### src/rtl/n_bit_adder_pkg.sv
// n_bit_adder_pkg: shared constants for the registered N-bit adder.
// Exports DEFAULT_WIDTH, the default operand/result width.
package n_bit_adder_pkg;

  localparam int DEFAULT_WIDTH = 32;

endpackage

### src/rtl/n_bit_adder_full_adder.sv
// full_adder: one-bit combinational full-adder cell.
// Ports: a, b, cin (inputs); sum, cout (outputs).
module full_adder (
  input  logic a,
  input  logic b,
  input  logic cin,
  output logic sum,
  output logic cout
);

  logic w_p;

  assign w_p  = a ^ b;
  assign sum  = w_p ^ cin;
  assign cout = (a & b) | (cin & w_p);

endmodule

### src/rtl/n_bit_adder.sv
// n_bit_adder: registered unsigned ripple-carry adder, sum mod 2^WIDTH.
// Ports: clk, rst (sync, active-high), input1_in, input2_in, answer_out.
module n_bit_adder
  import n_bit_adder_pkg::*;
#(
  parameter int WIDTH = DEFAULT_WIDTH
) (
  input  logic             clk,
  input  logic             rst,
  input  logic [WIDTH-1:0] input1_in,
  input  logic [WIDTH-1:0] input2_in,
  output logic [WIDTH-1:0] answer_out
);

  logic [WIDTH:0]   w_carry;
  logic [WIDTH-1:0] w_sum;
  logic             w_unused_cout;
  logic [WIDTH-1:0] r_answer;

  assign w_carry[0] = 1'b0;

  genvar i;
  generate
    for (i = 0; i < WIDTH; i++) begin : g_fa
      full_adder u_fa (
        .a    (input1_in[i]),
        .b    (input2_in[i]),
        .cin  (w_carry[i]),
        .sum  (w_sum[i]),
        .cout (w_carry[i+1])
      );
    end
  endgenerate

  // carry out of the MSB is dropped: result wraps
  assign w_unused_cout = w_carry[WIDTH];

  always_ff @(posedge clk) begin
    if (rst) r_answer <= '0;
    else     r_answer <= w_sum;
  end

  assign answer_out = r_answer;

endmodule

### config.mk
export PLATFORM = sky130hd
export DESIGN_NAME = n_bit_adder
export DESIGN_NICKNAME = d
export VERILOG_FILES = /design/src/rtl/n_bit_adder_pkg.sv /design/src/rtl/n_bit_adder_full_adder.sv /design/src/rtl/n_bit_adder.sv
export SDC_FILE = /design/constraint.sdc
export NUM_CORES = 1
export LEC_CHECK = 0
export BUFFER_PORTS_ARGS = -buffer_cell sky130_fd_sc_hd__buf_4
export CORE_MARGIN = 1.5
export CORE_UTILIZATION = 42
export DETAILED_ROUTE_END_ITERATION = 16
export PLACE_DENSITY_LB_ADDON = 0.1
export SETUP_SLACK_MARGIN = 0.5
export SKIP_LAST_GASP = 1
export SLEW_MARGIN = 10
export SYNTH_ARGS = -nofsm -noshare
export SYNTH_HDL_FRONTEND = slang
export SYNTH_HIERARCHICAL = 1
export SYNTH_SLANG_ARGS = --single-unit
### constraint.sdc
create_clock -name clk -period 19.5 [get_ports clk]
set_input_delay 5.85 -clock clk [delete_from_list [all_inputs] [get_ports clk]]
set_output_delay 5.85 -clock clk [all_outputs]
set_load 0.05 [all_outputs]
==> Word-level counts from Yosys, hierarchy flattened <==
Cells that the tools add are included.
{ "word_totals": {"romBits": 0, "register_bits": 32, "ramBits": 0, "elab_cells": 155, "output_inout_bits": 32, "mem_count": 0, "latch_bits": 0} }
{ "op_classes": {"div": 0, "n_lt_le_gt_ge": 0, "shifts": 0, "add_sub_neg": 0, "n_reduce_logical": 0, "multipliers": 0, "bitwise_logic": 154, "n_eq_ne": 0, "muxes": 0} }
{ "ops": {"columns": ["operator", "n"], "rows": [
  ["1-bit bitwise XOR", 63],
  ["1-bit AND", 61],
  ["1-bit bitwise OR", 30]
]} }

==> Logic depth before layout (Yosys ltp) <==
{ "depth": {"word_depth": 62, "ltp_mapped": 33, "mapped_depth_nobuf": 33} }

==> Modules after synthesis <==
Netlist, hierarchy kept.
{ "by_module_without_submodules": {"columns": ["module", "instances", "area_each_um2", "cells_each", "seq_area_each_um2"], "rows": [
  ["n_bit_adder", 1, 867.1, 68, 640.6],
  ["full_adder", 32, 20.0, 1, 0.0]
]} }

==> Worst setup path after synthesis <==
No wires, ideal clock.
{ "synth_timing": {"kind": "input port to flip-flop", "start": "input input1_in[0]", "end": "register r_answer[31], in the netlist answer_out[31]", "path_buffers": 0, "slack_ps": 1186, "t_arrival_ps": 18200, "stages": 33, "required_ps": 19386, "cell_sequence": "fa_1 > fa_1 > fa_1 > fa_1 > fa_1 > fa_1 > fa_1 > fa_1 > fa_1 > fa_1 > fa_1 > fa_1 > fa_1 > fa_1 > fa_1 > fa_1 > fa_1 > fa_1 > fa_1 > fa_1 > fa_1 > fa_1 > fa_1 > fa_1 > fa_1 > fa_1 > fa_1 > fa_1 > fa_1 > fa_1 > fa_1 > fa_1 > nor2b_1"} }
{ "synth_between": {"elab_chain_cells": 62} }
{ "synth_lines": {"columns": ["item", "line", "text"], "rows": [
  ["from (decl)", "n_bit_adder.sv:10", "input logic [WIDTH-1:0] input1_in,"],
  ["1-bit AND (2 in series)", "n_bit_adder_full_adder.sv:15", "assign cout = (a & b) | (cin & w_p);"],
  ["1-bit bitwise OR", "n_bit_adder_full_adder.sv:15", null],
  ["net w_carry[2]", "n_bit_adder.sv:15", "logic [WIDTH:0] w_carry;"],
  ["1-bit AND", "n_bit_adder_full_adder.sv:15", null],
  ["1-bit bitwise OR", "n_bit_adder_full_adder.sv:15", null],
  ["net w_carry[3]", "n_bit_adder.sv:15", null],
  ["1-bit AND", "n_bit_adder_full_adder.sv:15", null],
  ["1-bit bitwise OR", "n_bit_adder_full_adder.sv:15", null],
  ["net w_carry[4]", "n_bit_adder.sv:15", null],
  ["[2 not listed]", null, null],
  ["net w_carry[5]", "n_bit_adder.sv:15", null],
  ["[2 not listed]", null, null],
  ["net w_carry[6]", "n_bit_adder.sv:15", null],
  ["[2 not listed]", null, null],
  ["net w_carry[7]", "n_bit_adder.sv:15", null],
  ["[2 not listed]", null, null],
  ["net w_carry[8]", "n_bit_adder.sv:15", null],
  ["[2 not listed]", null, null],
  ["net w_carry[9]", "n_bit_adder.sv:15", null],
  ["[2 not listed]", null, null],
  ["net w_carry[10]", "n_bit_adder.sv:15", null],
  ["[2 not listed]", null, null],
  ["net w_carry[11]", "n_bit_adder.sv:15", null],
  ["[2 not listed]", null, null],
  ["net w_carry[12]", "n_bit_adder.sv:15", null],
  ["[2 not listed]", null, null],
  ["net w_carry[13]", "n_bit_adder.sv:15", null],
  ["[2 not listed]", null, null],
  ["net w_carry[14]", "n_bit_adder.sv:15", null],
  ["[2 not listed]", null, null],
  ["net w_carry[15]", "n_bit_adder.sv:15", null],
  ["[2 not listed]", null, null],
  ["net w_carry[16]", "n_bit_adder.sv:15", null],
  ["[2 not listed]", null, null],
  ["net w_carry[17]", "n_bit_adder.sv:15", null],
  ["[2 not listed]", null, null],
  ["net w_carry[18]", "n_bit_adder.sv:15", null],
  ["[2 not listed]", null, null],
  ["net w_carry[19]", "n_bit_adder.sv:15", null],
  ["[2 not listed]", null, null],
  ["net w_carry[20]", "n_bit_adder.sv:15", null],
  ["[2 not listed]", null, null],
  ["net w_carry[21]", "n_bit_adder.sv:15", null],
  ["[2 not listed]", null, null],
  ["net w_carry[22]", "n_bit_adder.sv:15", null],
  ["[2 not listed]", null, null],
  ["net w_carry[23]", "n_bit_adder.sv:15", null],
  ["[2 not listed]", null, null],
  ["net w_carry[24]", "n_bit_adder.sv:15", null],
  ["[2 not listed]", null, null],
  ["net w_carry[25]", "n_bit_adder.sv:15", null],
  ["[2 not listed]", null, null],
  ["net w_carry[26]", "n_bit_adder.sv:15", null],
  ["[2 not listed]", null, null],
  ["net w_carry[27]", "n_bit_adder.sv:15", null],
  ["[2 not listed]", null, null],
  ["net w_carry[28]", "n_bit_adder.sv:15", null],
  ["[2 not listed]", null, null],
  ["net w_carry[29]", "n_bit_adder.sv:15", null],
  ["1-bit AND", "n_bit_adder_full_adder.sv:15", null],
  ["1-bit bitwise OR", "n_bit_adder_full_adder.sv:15", null],
  ["net w_carry[30]", "n_bit_adder.sv:15", null],
  ["1-bit AND", "n_bit_adder_full_adder.sv:15", null],
  ["1-bit bitwise OR", "n_bit_adder_full_adder.sv:15", null],
  ["net w_carry[31]", "n_bit_adder.sv:15", null],
  ["1-bit bitwise XOR", "n_bit_adder_full_adder.sv:14", "assign sum = w_p ^ cin;"],
  ["net w_sum[31]", "n_bit_adder.sv:16", "logic [WIDTH-1:0] w_sum;"],
  ["to (signal assigned)", "n_bit_adder.sv:40", "else r_answer <= w_sum;"],
  ["to (decl)", "n_bit_adder.sv:18", "logic [WIDTH-1:0] r_answer;"]
]} }
The timed path passes the listed nets, and every way through them passes these cells.
A chain may end at the register's enable or synchronous reset.

==> Final worst setup path <==
{ "layout_timing": {"start": "input input1_in[0]", "end": "register r_answer[31], in the netlist answer_out[31]"} }
{ "layout_between": {"elab_chain_cells": 62} }
{ "layout_lines": {"columns": ["item", "line"], "rows": [
  ["1-bit AND", "n_bit_adder_full_adder.sv:15"],
  ["net w_carry[1]", "n_bit_adder.sv:15"],
  ["1-bit AND", "n_bit_adder_full_adder.sv:15"],
  ["1-bit bitwise OR", "n_bit_adder_full_adder.sv:15"],
  ["net w_carry[2]", "n_bit_adder.sv:15"],
  ["1-bit AND", "n_bit_adder_full_adder.sv:15"],
  ["1-bit bitwise OR", "n_bit_adder_full_adder.sv:15"],
  ["net w_carry[3]", "n_bit_adder.sv:15"],
  ["[2 not listed]", null],
  ["net w_carry[4]", "n_bit_adder.sv:15"],
  ["[2 not listed]", null],
  ["net w_carry[5]", "n_bit_adder.sv:15"],
  ["[2 not listed]", null],
  ["net w_carry[6]", "n_bit_adder.sv:15"],
  ["[2 not listed]", null],
  ["net w_carry[7]", "n_bit_adder.sv:15"],
  ["[2 not listed]", null],
  ["net w_carry[8]", "n_bit_adder.sv:15"],
  ["[2 not listed]", null],
  ["net w_carry[9]", "n_bit_adder.sv:15"],
  ["[2 not listed]", null],
  ["net w_carry[10]", "n_bit_adder.sv:15"],
  ["[2 not listed]", null],
  ["net w_carry[11]", "n_bit_adder.sv:15"],
  ["[2 not listed]", null],
  ["net w_carry[12]", "n_bit_adder.sv:15"],
  ["[2 not listed]", null],
  ["net w_carry[13]", "n_bit_adder.sv:15"],
  ["[2 not listed]", null],
  ["net w_carry[14]", "n_bit_adder.sv:15"],
  ["[2 not listed]", null],
  ["net w_carry[15]", "n_bit_adder.sv:15"],
  ["[2 not listed]", null],
  ["net w_carry[16]", "n_bit_adder.sv:15"],
  ["[2 not listed]", null],
  ["net w_carry[17]", "n_bit_adder.sv:15"],
  ["[2 not listed]", null],
  ["net w_carry[18]", "n_bit_adder.sv:15"],
  ["[2 not listed]", null],
  ["net w_carry[19]", "n_bit_adder.sv:15"],
  ["[2 not listed]", null],
  ["net w_carry[20]", "n_bit_adder.sv:15"],
  ["[2 not listed]", null],
  ["net w_carry[21]", "n_bit_adder.sv:15"],
  ["[2 not listed]", null],
  ["net w_carry[22]", "n_bit_adder.sv:15"],
  ["[2 not listed]", null],
  ["net w_carry[23]", "n_bit_adder.sv:15"],
  ["[2 not listed]", null],
  ["net w_carry[24]", "n_bit_adder.sv:15"],
  ["[2 not listed]", null],
  ["net w_carry[25]", "n_bit_adder.sv:15"],
  ["[2 not listed]", null],
  ["net w_carry[26]", "n_bit_adder.sv:15"],
  ["[2 not listed]", null],
  ["net w_carry[27]", "n_bit_adder.sv:15"],
  ["[2 not listed]", null],
  ["net w_carry[28]", "n_bit_adder.sv:15"],
  ["[2 not listed]", null],
  ["net w_carry[29]", "n_bit_adder.sv:15"],
  ["1-bit AND", "n_bit_adder_full_adder.sv:15"],
  ["1-bit bitwise OR", "n_bit_adder_full_adder.sv:15"],
  ["net w_carry[30]", "n_bit_adder.sv:15"],
  ["1-bit AND", "n_bit_adder_full_adder.sv:15"],
  ["1-bit bitwise OR", "n_bit_adder_full_adder.sv:15"],
  ["net w_carry[31]", "n_bit_adder.sv:15"],
  ["1-bit bitwise XOR", "n_bit_adder_full_adder.sv:14"],
  ["net w_sum[31]", "n_bit_adder.sv:16"]
]} }
The timed path passes the listed nets, and every way through them passes these cells.

==> results.md <==
* Endpoint, Worst Hold: answer_out[26]
* # hold bufs at CTS at 0
* Reg clk slew, reported paths at 0.09 ns
* Vias in the first global route at 1,085
* Pwr dens at 82.1 nW/um2
* Nets at 299
* Final period util at 94.9%
* Final WL at 2810 um
* Syn Inst Count at 100
* Initial drt markers at 26
* Critical Path AT at 18.72 ns
* Status: complete, no violations
* Synth top area share at 42.5%
* Root buf cell: clkbuf_4
* Startpoint Class: input pin
* Post-Synth Simple-Gate Area at 13.3%
* Compound-cell area share of the yosys netlist at 0%
* Synth warn at 6
* Synth unique cells at 5
* Syn_nets at 198
* Max FO, Critical Path at 1
* Worst Hold Path Cells at 3
* Setup tns final at 0 ns
* CTS tree: yes
* Min cycle time layout at 18.51 ns
* Cts bufs inserted at 5
* Worst hold margin at 5.89 ns
* Synth top area cells: dfxtp_1 (42%), fa_1 (42%), nor2b_1 (13%), buf_4 (1.5%), conb_1 (0.25%)
* Slew Limit Fails at 0
* Largest net degree at the start of global routing at 33
* Most frequent CP cell: fa_1
* Largest family of logic cells by synthesized area: adder cells
* Placed cell count at 240
* Vias at 1,024
* TritonCTS Sinks at 32
* Chip width at 62.9 um
* RSZ-0062 raised after global routing: false
* Global route total overflow at 0
* Met2 global-route usage at 27.5%
* Row cnt at 21
* Post-cts resize count at 0
* Achievable frequency at 0.0540 GHz
* Filler cells at 255
* CTS H-tree lvls at 2
* First-pass GRT wire length at 4660 um
* Height of the die at 62.9 um
* Crit path capture type: register
* Routability cong. at 0.705
* Synth area leader: dfxtp_1
* Post-synthesis adder-cell area fraction at 42.5%
* Final hold viol count at 0
* I/O Pins at 98
* PortBufs at 97
* Flip-flop count of the largest register after layout at 32
* GRT met3 Usage at 6.85%
* Post-CTS Setup Bufs at 0
* Post-synthesis xor/xnor area fraction at 0%
* Final setup viols at 0
* Critical path's largest stage delay at 0.43 ns
* Share of layout cells above drive strength 1 at 51.0%
* Worst IR drop on VDD at 0.0413 mV
* Post-synthesis sequential area ratio at 42.5%
* Die area at 3960 um2
* Worst Setup Path Type: in2reg
* Crit path max-delay cell type: fa_1
* Initial antenna violation count at 0
* GR Util met1 at 16.3%
* Synth Cell Area at 1510 um2
* GR Util All Layers at 15.9%
* Post-synthesis mux area share at 0%
* DR pass1 iterations at 2
* Non-filler instance count after layout at 248
* WP data required at 19.71 ns
* Hold Path Class: in2reg
* Initial Utilization at 44.5%
* Core Region at 3390 um2
* Syn Area/Cell at 15.1 um2
* P&R area growth vs syn at 54.5%
* ANT nets after route at 0
* Drt wl/cell at 11.3 um
* Hold Startpoint: input2_in[26]
* FF+latch count, synth at 32
* Diode count at 0
* Clock Path Buffers at 2
* Maxcap violations at 0
* Residual DRC at 0
* Leakage power at 1.08 nW
* Gr busiest metal: met2
* Vias per cell at 4.13
==> worst max-delay path: cells and delay by family <==
family                     cells  cell delay [ns]
buffers and inverters          1             0.11
and+or+nand+nor                1             0.13
adders and majority gates     32            12.63
==> power by group <==
group | internal [W] | total (W) | switching, W
registers | 0.0000740 | 0.0000762 | 0.00000216
logic | 0.0000305 | 0.0000766 | 0.0000460
clock network | 0.0000178 | 0.0000384 | 0.0000207
==> layer usage <==
metal	wire length, um	vias to the layer above	part of all wire [%]
li1	-	498	-
met2	1460	59	52
met5	0	-	0
met1	979	460	35
met3	295	7	11
met4	74	0	2.6
==> Yosys cell counts <==
library cell and instances:
buf_4 3, conb_1 1, dfxtp_1 32, fa_1 32
nor2b_1 32
==> through the flow <==
stage	utilization, %	total power [W]	instance area (um2)	setup WS, ns
2_1_floorplan	-	0.000125	1510	1.19
3_3_place_gp	67.0	0.000153	2270	0.753
3_5_place_dp	67.0	0.000155	2270	0.644
4_1_cts	68.7	0.000195	2330	0.976
5_1_grt	68.7	0.000203	2330	0.571
6_report	68.7	0.000191	2330	0.988
==> placed cells by master, fill, tap and decap left out, drive strengths merged <==
cell type and count:
fa 32, conb 1, buf 97, dfxtp 32, nor2b 32, clkbuf 8
==> logic make-up after synthesis <==
logic type               after synthesis
adder cells (fa/ha/maj)               32
buffers and inverters                  3
flip-flops                            32
other                                  1
AND/OR/NAND/NOR                       32
==> final cells by class <==
| cell class | instances | area [um2] | share of cell area [%] |
|---|---|---|---|
| multi-input cells | 65 | 845 | 36.3 |
| repair buffers | 97 | 728 | 31.3 |
| flip-flops and latches | 32 | 641 | 27.5 |
| clock buffers | 8 | 58.8 | 2.52 |
| well taps | 46 | 57.6 | 2.47 |
==> worst max-delay path by stage <==
stage	startpoint	endpoint	slack (ns)	cells after the start
2_1_floorplan	input1_in[0]	answer_out[31]	1.19	33
6_report	input1_in[0]	answer_out[31]	0.99	34
4_1_cts	input1_in[0]	answer_out[31]	0.98	34
5_1_grt	input1_in[0]	answer_out[31]	0.57	34
3_3_place_gp	input1_in[0]	answer_out[31]	0.75	34
3_5_place_dp	input1_in[0]	answer_out[31]	0.64	34
Note: power is estimated with default switching activity, not from simulation.
